==> src/rtl/led_pkg.sv <==
// led_pkg: shared constants and types for the LED scan controller slice.
package led_pkg;

    // Bit positions inside a 4-bit LED RAM word.
    localparam int unsigned LED_STORED = 3;
    localparam int unsigned LED_G      = 2;
    localparam int unsigned LED_R      = 1;

    // Default matrix geometry.
    localparam int unsigned LED_ROWS_DEF = 8;
    localparam int unsigned LED_COLS_DEF = 8;

    typedef enum logic {
        LOAD,
        SHOW
    } led_state_e;

endpackage

==> src/rtl/led_scan_ctrl_if.sv <==
// led_wr_if: light-pen write request channel (valid/ready) into the LED scan controller.
interface led_wr_if #(
    parameter int unsigned ADDR_W = 8
);
    logic              wr_valid;
    logic              wr_ready;
    logic [ADDR_W-1:0] wr_row;
    logic [ADDR_W-1:0] wr_col;
    logic [3:0]        wr_data;
    logic              wr_err;

    modport master (
        output wr_valid, wr_row, wr_col, wr_data,
        input  wr_ready, wr_err
    );

    modport slave (
        input  wr_valid, wr_row, wr_col, wr_data,
        output wr_ready, wr_err
    );
endinterface

==> src/rtl/led_dwell_timer.sv <==
// led_dwell_timer: loadable down-counter timing how long each row stays lit.
module led_dwell_timer #(
    parameter int unsigned WIDTH = 10
) (
    input  logic             clk,
    input  logic             rst,
    input  logic             load,
    input  logic             en,
    input  logic [WIDTH-1:0] load_val,
    output logic             done
);
    logic [WIDTH-1:0] cnt_q;

    // Count down from the loaded value while enabled, parking at zero.
    always_ff @(posedge clk or posedge rst) begin
        if (rst) begin
            cnt_q <= '0;
        end else if (load) begin
            cnt_q <= load_val;
        end else if (en && (cnt_q != '0)) begin
            cnt_q <= cnt_q - WIDTH'(1);
        end
    end

    // Done marks the final enabled cycle.
    always_comb begin
        done = en && (cnt_q == '0);
    end
endmodule

==> src/rtl/led_scan_ctrl.sv <==
// led_scan_ctrl: row-scans the LED RAM onto the matrix pins and arbitrates the single
// RAM address port between scan reads and light-pen writes.
// Optional feature: define LED_SCAN_TEST_EN to add a test_mode checkerboard input.
module led_scan_ctrl
    import led_pkg::*;
#(
    parameter int unsigned ROWS         = LED_ROWS_DEF,
    parameter int unsigned COLS         = LED_COLS_DEF,
    parameter int unsigned DWELL_CYCLES = 1000,
    parameter int unsigned ADDR_W       = 8
) (
    input  logic              clk,
    input  logic              rst,
`ifdef LED_SCAN_TEST_EN
    input  logic              test_mode,
`endif
    led_wr_if.slave           wr,
    output logic [ADDR_W-1:0] ram_addr_row,
    output logic [ADDR_W-1:0] ram_addr_col,
    output logic [3:0]        ram_data,
    output logic              ram_we,
    input  logic [3:0]        ram_rdata,
    output logic [ROWS-1:0]   row_sel,
    output logic [COLS-1:0]   col_r,
    output logic [COLS-1:0]   col_g,
    output logic              frame_start
);
    localparam int unsigned RW = (ROWS > 1) ? $clog2(ROWS) : 1;
    localparam int unsigned CW = (COLS > 1) ? $clog2(COLS) : 1;
    localparam int unsigned DW = $clog2(DWELL_CYCLES);

    led_state_e      state_q;
    logic [RW-1:0]   row_q;
    logic [CW-1:0]   col_q;
    logic            last_q;  // final LOAD cycle: capture only, no new address
    logic [3:0]      col_buf_q [COLS];
    logic [3:0]      col_buf_d [COLS];
    logic [ROWS-1:0] row_sel_q;
    logic [COLS-1:0] col_r_q;
    logic [COLS-1:0] col_g_q;
    logic [COLS-1:0] disp_r;
    logic [COLS-1:0] disp_g;
    logic            wr_err_q;
    logic            wr_ready;
    logic            wr_fire;
    logic            wr_in_range;
    logic            dwell_done;
    logic            unused_rsvd;

    led_dwell_timer #(
        .WIDTH (DW)
    ) u_dwell (
        .clk      (clk),
        .rst      (rst),
        .load     ((state_q == LOAD) && last_q),
        .en       (state_q == SHOW),
        .load_val (DW'(DWELL_CYCLES - 1)),
        .done     (dwell_done)
    );

    // Write arbitration: pen owns the RAM port only on an accepted SHOW-phase handshake.
    always_comb begin
        wr_ready    = (state_q == SHOW);
        wr_fire     = wr.wr_valid && wr_ready;
        wr_in_range = (32'(wr.wr_row) < ROWS) && (32'(wr.wr_col) < COLS);
        ram_we      = wr_fire && wr_in_range;
        ram_data    = wr.wr_data;
        if (wr_fire) begin
            ram_addr_row = wr.wr_row;
            ram_addr_col = wr.wr_col;
        end else begin
            ram_addr_row = ADDR_W'(row_q);
            ram_addr_col = ADDR_W'(col_q);
        end
        wr.wr_ready  = wr_ready;
        wr.wr_err    = wr_err_q;
        row_sel      = row_sel_q;
        col_r        = col_r_q;
        col_g        = col_g_q;
        // Gated by rst so the pulse stays low while reset is held.
        frame_start  = !rst && (state_q == LOAD) && (row_q == '0) && (col_q == '0) && !last_q;
    end

    // Column buffer next-state: RAM data lands one cycle after its address was issued.
    always_comb begin
        col_buf_d = col_buf_q;
        if (state_q == LOAD) begin
            if (last_q) begin
                col_buf_d[COLS-1] = ram_rdata;
            end else if (col_q != '0) begin
                col_buf_d[col_q - CW'(1)] = ram_rdata;
            end
        end
    end

    // Display words for the row being loaded, including the capture of this cycle.
    always_comb begin
        disp_r      = '0;
        disp_g      = '0;
        unused_rsvd = 1'b0;
        for (int c = 0; c < COLS; c++) begin
            disp_r[c]   = col_buf_d[c][LED_STORED] & col_buf_d[c][LED_R];
            disp_g[c]   = col_buf_d[c][LED_STORED] & col_buf_d[c][LED_G];
            unused_rsvd = unused_rsvd ^ col_buf_d[c][0];
`ifdef LED_SCAN_TEST_EN
            if (test_mode) begin
                disp_r[c] = ~(row_q[0] ^ c[0]);
                disp_g[c] = row_q[0] ^ c[0];
            end
`endif
        end
    end

    // Scan FSM: LOAD reads one row into the buffer, SHOW lights it for the dwell time.
    always_ff @(posedge clk or posedge rst) begin
        if (rst) begin
            state_q   <= LOAD;
            row_q     <= '0;
            col_q     <= '0;
            last_q    <= 1'b0;
            row_sel_q <= '0;
            col_r_q   <= '0;
            col_g_q   <= '0;
            wr_err_q  <= 1'b0;
            for (int c = 0; c < COLS; c++) begin
                col_buf_q[c] <= '0;
            end
        end else begin
            wr_err_q  <= wr_fire && !wr_in_range;
            col_buf_q <= col_buf_d;
            unique case (state_q)
                LOAD: begin
                    if (last_q) begin
                        last_q    <= 1'b0;
                        col_q     <= '0;
                        state_q   <= SHOW;
                        row_sel_q <= ROWS'(1) << row_q;
                        col_r_q   <= disp_r;
                        col_g_q   <= disp_g;
                    end else if (col_q == CW'(COLS - 1)) begin
                        last_q <= 1'b1;
                    end else begin
                        col_q <= col_q + CW'(1);
                    end
                end
                SHOW: begin
                    if (dwell_done) begin
                        state_q   <= LOAD;
                        col_q     <= '0;
                        row_sel_q <= '0;
                        col_r_q   <= '0;
                        col_g_q   <= '0;
                        row_q     <= (row_q == RW'(ROWS - 1)) ? '0 : row_q + RW'(1);
                    end
                end
            endcase
        end
    end
endmodule

==> src/flat_wrapper.sv <==
// flat-port wrapper written by rule: the top's interface ports become plain ports
module led_scan_ctrl_flat import led_pkg::*;
#(
    parameter int unsigned ROWS         = LED_ROWS_DEF,
    parameter int unsigned COLS         = LED_COLS_DEF,
    parameter int unsigned DWELL_CYCLES = 1000,
    parameter int unsigned ADDR_W       = 8
)
  (clk, rst, ram_addr_row, ram_addr_col, ram_data, ram_we, ram_rdata, row_sel, col_r, col_g, frame_start, wr_wr_valid, wr_wr_row, wr_wr_col, wr_wr_data, wr_wr_ready, wr_wr_err);
  led_wr_if #(.ADDR_W(ADDR_W)) wr_i ();
  input  logic clk;
  input  logic rst;
  output logic [ADDR_W-1:0] ram_addr_row;
  output logic [ADDR_W-1:0] ram_addr_col;
  output logic [3:0] ram_data;
  output logic ram_we;
  input  logic [3:0] ram_rdata;
  output logic [ROWS-1:0] row_sel;
  output logic [COLS-1:0] col_r;
  output logic [COLS-1:0] col_g;
  output logic frame_start;
  input wire logic [$bits(wr_i.wr_valid)-1:0] wr_wr_valid;
  input wire logic [$bits(wr_i.wr_row)-1:0] wr_wr_row;
  input wire logic [$bits(wr_i.wr_col)-1:0] wr_wr_col;
  input wire logic [$bits(wr_i.wr_data)-1:0] wr_wr_data;
  output wire logic [$bits(wr_i.wr_ready)-1:0] wr_wr_ready;
  output wire logic [$bits(wr_i.wr_err)-1:0] wr_wr_err;
  assign wr_i.wr_valid = wr_wr_valid;
  assign wr_i.wr_row = wr_wr_row;
  assign wr_i.wr_col = wr_wr_col;
  assign wr_i.wr_data = wr_wr_data;
  assign wr_wr_ready = wr_i.wr_ready;
  assign wr_wr_err = wr_i.wr_err;
  led_scan_ctrl #(.ROWS(ROWS), .COLS(COLS), .DWELL_CYCLES(DWELL_CYCLES), .ADDR_W(ADDR_W)) u_core (.clk(clk), .rst(rst), .wr(wr_i), .ram_addr_row(ram_addr_row), .ram_addr_col(ram_addr_col), .ram_data(ram_data), .ram_we(ram_we), .ram_rdata(ram_rdata), .row_sel(row_sel), .col_r(col_r), .col_g(col_g), .frame_start(frame_start));
endmodule
==> config.mk <==
export PLATFORM = sky130hd
export DESIGN_NAME = led_scan_ctrl_flat
export DESIGN_NICKNAME = d
export VERILOG_FILES = /design/src/rtl/led_pkg.sv /design/src/rtl/led_scan_ctrl_if.sv /design/src/rtl/led_dwell_timer.sv /design/src/rtl/led_scan_ctrl.sv /design/src/flat_wrapper.sv
export SDC_FILE = /design/constraint.sdc
export NUM_CORES = 1
export LEC_CHECK = 0
export ABC_AREA = 1
export BUFFER_PORTS_ARGS = -buffer_cell sky130_fd_sc_hd__buf_2
export CAP_MARGIN = 20
export CELL_PAD_IN_SITES_DETAIL_PLACEMENT = 0
export CELL_PAD_IN_SITES_GLOBAL_PLACEMENT = 1
export CORE_UTILIZATION = 30
export DETAILED_ROUTE_END_ITERATION = 8
export PLACE_DENSITY = 0.7
export REMOVE_ABC_BUFFERS = 1
export SLEW_MARGIN = 40
export SYNTH_ARGS = -nofsm -noshare
export SYNTH_HDL_FRONTEND = slang
export SYNTH_SLANG_ARGS = --single-unit
==> constraint.sdc <==
create_clock -name clk -period 4.2 [get_ports clk]
set_input_delay 0.21 -clock clk [delete_from_list [all_inputs] [get_ports clk]]
set_output_delay 0.21 -clock clk [all_outputs]
set_load 0.03 [all_outputs]
==> flow_summary.json <==
{
  "status": "completed",
  "place_area_sq_mm": 0.003910,
  "worstPathArrival_ns": 2.05,
  "drc": 0,
  "synth.mux.area_fraction": 0,
  "r2r_end": "u_core.col_r[6]",
  "yosys.area_share.simple": 0.2979,
  "yosys_most_used_dff": "dfrtp_1",
  "required_ns": 3.99,
  "die_y_um": 110.0,
  "grt_pass1_wl_mm": 13.34,
  "io_pins": 75,
  "grt_max_degree": 41,
  "synth_area_sq_mm": 0.003498,
  "leakage_nw": 2.264,
  "crit_buf_inv": 2,
  "gr-total-overflow": 0,
  "grt_util_all_layers": 0.1458,
  "worst_pin_slew_ns": 0.5969,
  "fill_cells": 1167,
  "yosysTopAreaCell": "dfrtp_1",
  "portBuffers": 65,
  "cpPeakStageDelay_ns": 0.57,
  "clockBufferDepth": 2,
  "core-area_sq_mm": 0.01137,
  "clkSinkCount": 65,
  "hp-class": "primary input to flip-flop",
  "synth_common_cells": "128 x nand2_1, 66 x inv_1, 65 x dfrtp_1",
  "insertion_delay_ns": 0.32,
  "diodes": 0,
  "grt_pass1_vias": 2827,
  "worst-path-stages": 4,
  "crit_slowest_cell": "dfrtp_1",
  "clock.fmax_mhz": 442.3,
  "slew_headroom": 0.6021,
  "cts-buffers-inserted": 9,
  "maxSlewViolCount": 0,
  "endpoint_kind": "output pin",
  "synth_top_cell_area_share": 0.4649,
  "cts_resized": 0,
  "crit_end": "frame_start",
  "drv_cap": 0,
  "ys_warn_count": 0,
  "start_util": 0.3077,
  "yosysUniqueCellTypes": 28,
  "period_minus_slack_ns": 2.261,
  "drtPass1Iterations": 5,
  "grt_use_met2": 0.2393,
  "crit_start": "u_core.wr.wr_ready",
  "path_clk_slew_ns": 0.05,
  "peakVddDrop_mv": 0.1996,
  "cp_top_family": "buffers and inverters",
  "synth_xor_xnor_area_share": 0.005007,
  "dieArea_sq_mm": 0.01210,
  "path_cells": "inv_1 > nand2_2 > nor4_1 > buf_2",
  "yosysMostFrequentCell": "nand2_1",
  "cts_tree": "built",
  "dr_total_vias": 2899,
  "timing.rr.start": "u_core.col_q[0]",
  "setup_viol_count_final": 0,
  "yosysSeqAreaShare": 0.4649,
  "rows": 39,
  "die_x_um": 110.0,
  "netlist_instances": 435,
  "htreeDepth": 3,
  "avgSynthCellArea_sq_um": 8.042,
  "vias_per_cell": 4.481,
  "place_ws_ns": 2.102,
  "synth_compound_area_frac": 0.08476,
  "synth_edf_count": 0,
  "setup_ws_ns": 1.939,
  "cts_hold_buffers": 1,
  "post_cts_buffers": 0,
  "route.antenna.remaining_nets": 0,
  "ys_seq_elements": 65,
  "final_nets": 540,
  "area_delta_synth_final_pct": 19.60,
  "drive_above_1_share": 0.2103,
  "use_met3": 0.03527,
  "drt_first_iter_violations": 105,
  "path_max_fanout": 11,
  "use_met1": 0.1811,
  "dp_hpwl_mm": 5.601,
  "ys_async_sr_fraction": 1.000,
  "routedWlPerCell_um": 11.99,
  "synth_area_leaders": "dfrtp_1 46%, nand2_1 14%, inv_1 7.1%, nand3_1 5.6%, ha_1 4.3%",
  "wl_mm": 7.755,
  "critPathLaunchType": "flip-flop",
  "p_total_mw": 1.437,
  "finalSetupTns_ns": 0,
  "place.gp.congestion": 0.8047,
  "fin_crit_sh": 0.5383,
  "r2r_cells": 9,
  "synth-adder-area-share": 0.04292,
  "top_usage_layer": "met2",
  "powerDensity_mw_per_mm2": 343.4,
  "antenna_found_initial": 0,
  "clock_skew_ns": 0.01039,
  "synth_top_family_by_area": "simple AND/OR/NAND/NOR gates",
  "rrSetupSlack_ns": 2.32,
  "critPathKind": "flip-flop to output pin",
  "hold_violations": 0,
  "finalInstanceArea_sq_mm": 0.004184,
  "cts-root-buf": "clkbuf_16",
  "grt_setup_unrepaired": "no"
}
[through the flow]
step	hold WS, ns	instances	util
floorplan	0.3855	423	-
global placement	0.4203	632	0.3437
detailed placement	0.3092	632	0.3439
CTS	0.1994	647	0.3678
global route	0.2615	647	0.3680
finish	0.2029	647	0.3680
[cells by family (layout without fill, tap and decap cells)]
logic type | after synthesis | count (layout)
fa+ha+maj | 12 | 12
simple gates | 223 | 223
flops | 65 | 65
compound gates | 51 | 51
xor+xnor | 2 | 2
buf+inv | 82 | 151
[per-layer routing]
metal | share of wire | routed length, um
met4 | 0.013 | 99
met3 | 0.048 | 372
met1 | 0.48 | 3694
met5 | 0 | 0
met2 | 0.46 | 3590
[tightest hold or removal path: cells and delay by family]
family,cells,cell delay [ns]
AND/OR/NAND/NOR,1,0.05
AO/OA/AOI/OAI,1,0.13
buffers and inverters,1,0.09
[cells in the final DEF (no fill, tap or decap), drive strengths merged]
cell type | netlist | layout
nor4 | 1 | 1
o21ai | 29 | 29
clkbuf | 1 | 11
nand2 | 137 | 137
dlygate4sd3 | 0 | 1
nor2 | 37 | 37
a21oi | 7 | 7
nand3 | 41 | 41
o21a | 15 | 15
ha | 12 | 12
xor2 | 2 | 2
and2 | 1 | 1
nand4 | 5 | 5
nand3b | 1 | 1
buf | 11 | 66
clkinv | 1 | 4
inv | 69 | 69
dfrtp | 65 | 65
[power breakdown]
part / leakage (nW) / switching, mW / total, mW / internal, mW
sequential: 0.781 / 0.00912 / 0.655 / 0.646
combinational: 1.35 / 0.0801 / 0.117 / 0.0365
clock: 0.131 / 0.258 / 0.665 / 0.407
total: 2.26 / 0.347 / 1.44 / 1.09
[state kept, by name (all words and copies together), names as in the netlist]
register	flops
u_core.col_r	8
u_core.col_q	3
u_core.row_q	3
u_core.col_buf_q	22
u_core.last_q	1
u_core.wr.wr_ready	1
u_core.wr.wr_err	1
u_core.u_dwell.cnt_q	10
u_core.col_g	8
u_core.row_sel	8
[cell type report]
type                    count  area (sq um)  share of cell area
multi-input cells         288          1509              0.3606
flip-flops and latches     65          1627              0.3888
clock inverters             3         18.77            0.004486
repair buffers             67         342.8             0.08194
well taps                 143         178.9             0.04276
clock buffers              11         242.7             0.05801
inverters                  70         265.3             0.06340
[how the worst min path moves through the flow]
| stage | start | to | slack (ns) | depth (start not counted) |
|---|---|---|---|---|
| 5_1_grt | ram_rdata[3] | u_core.col_g[7] | 0.26 | 3 |
| 4_1_cts | wr_wr_col[3] | u_core.wr.wr_err | 0.20 | 3 |
| 6_report | wr_wr_col[3] | u_core.wr.wr_err | 0.20 | 3 |
| 2_1_floorplan | wr_wr_col[3] | u_core.wr.wr_err | 0.39 | 2 |
| 3_5_place_dp | rst | u_core.row_sel[0] | 0.31 | 2 |
| 3_3_place_gp | wr_wr_data[0] | ram_data[0] | 0.42 | 0 |
Power figures use the tool's default switching activity.
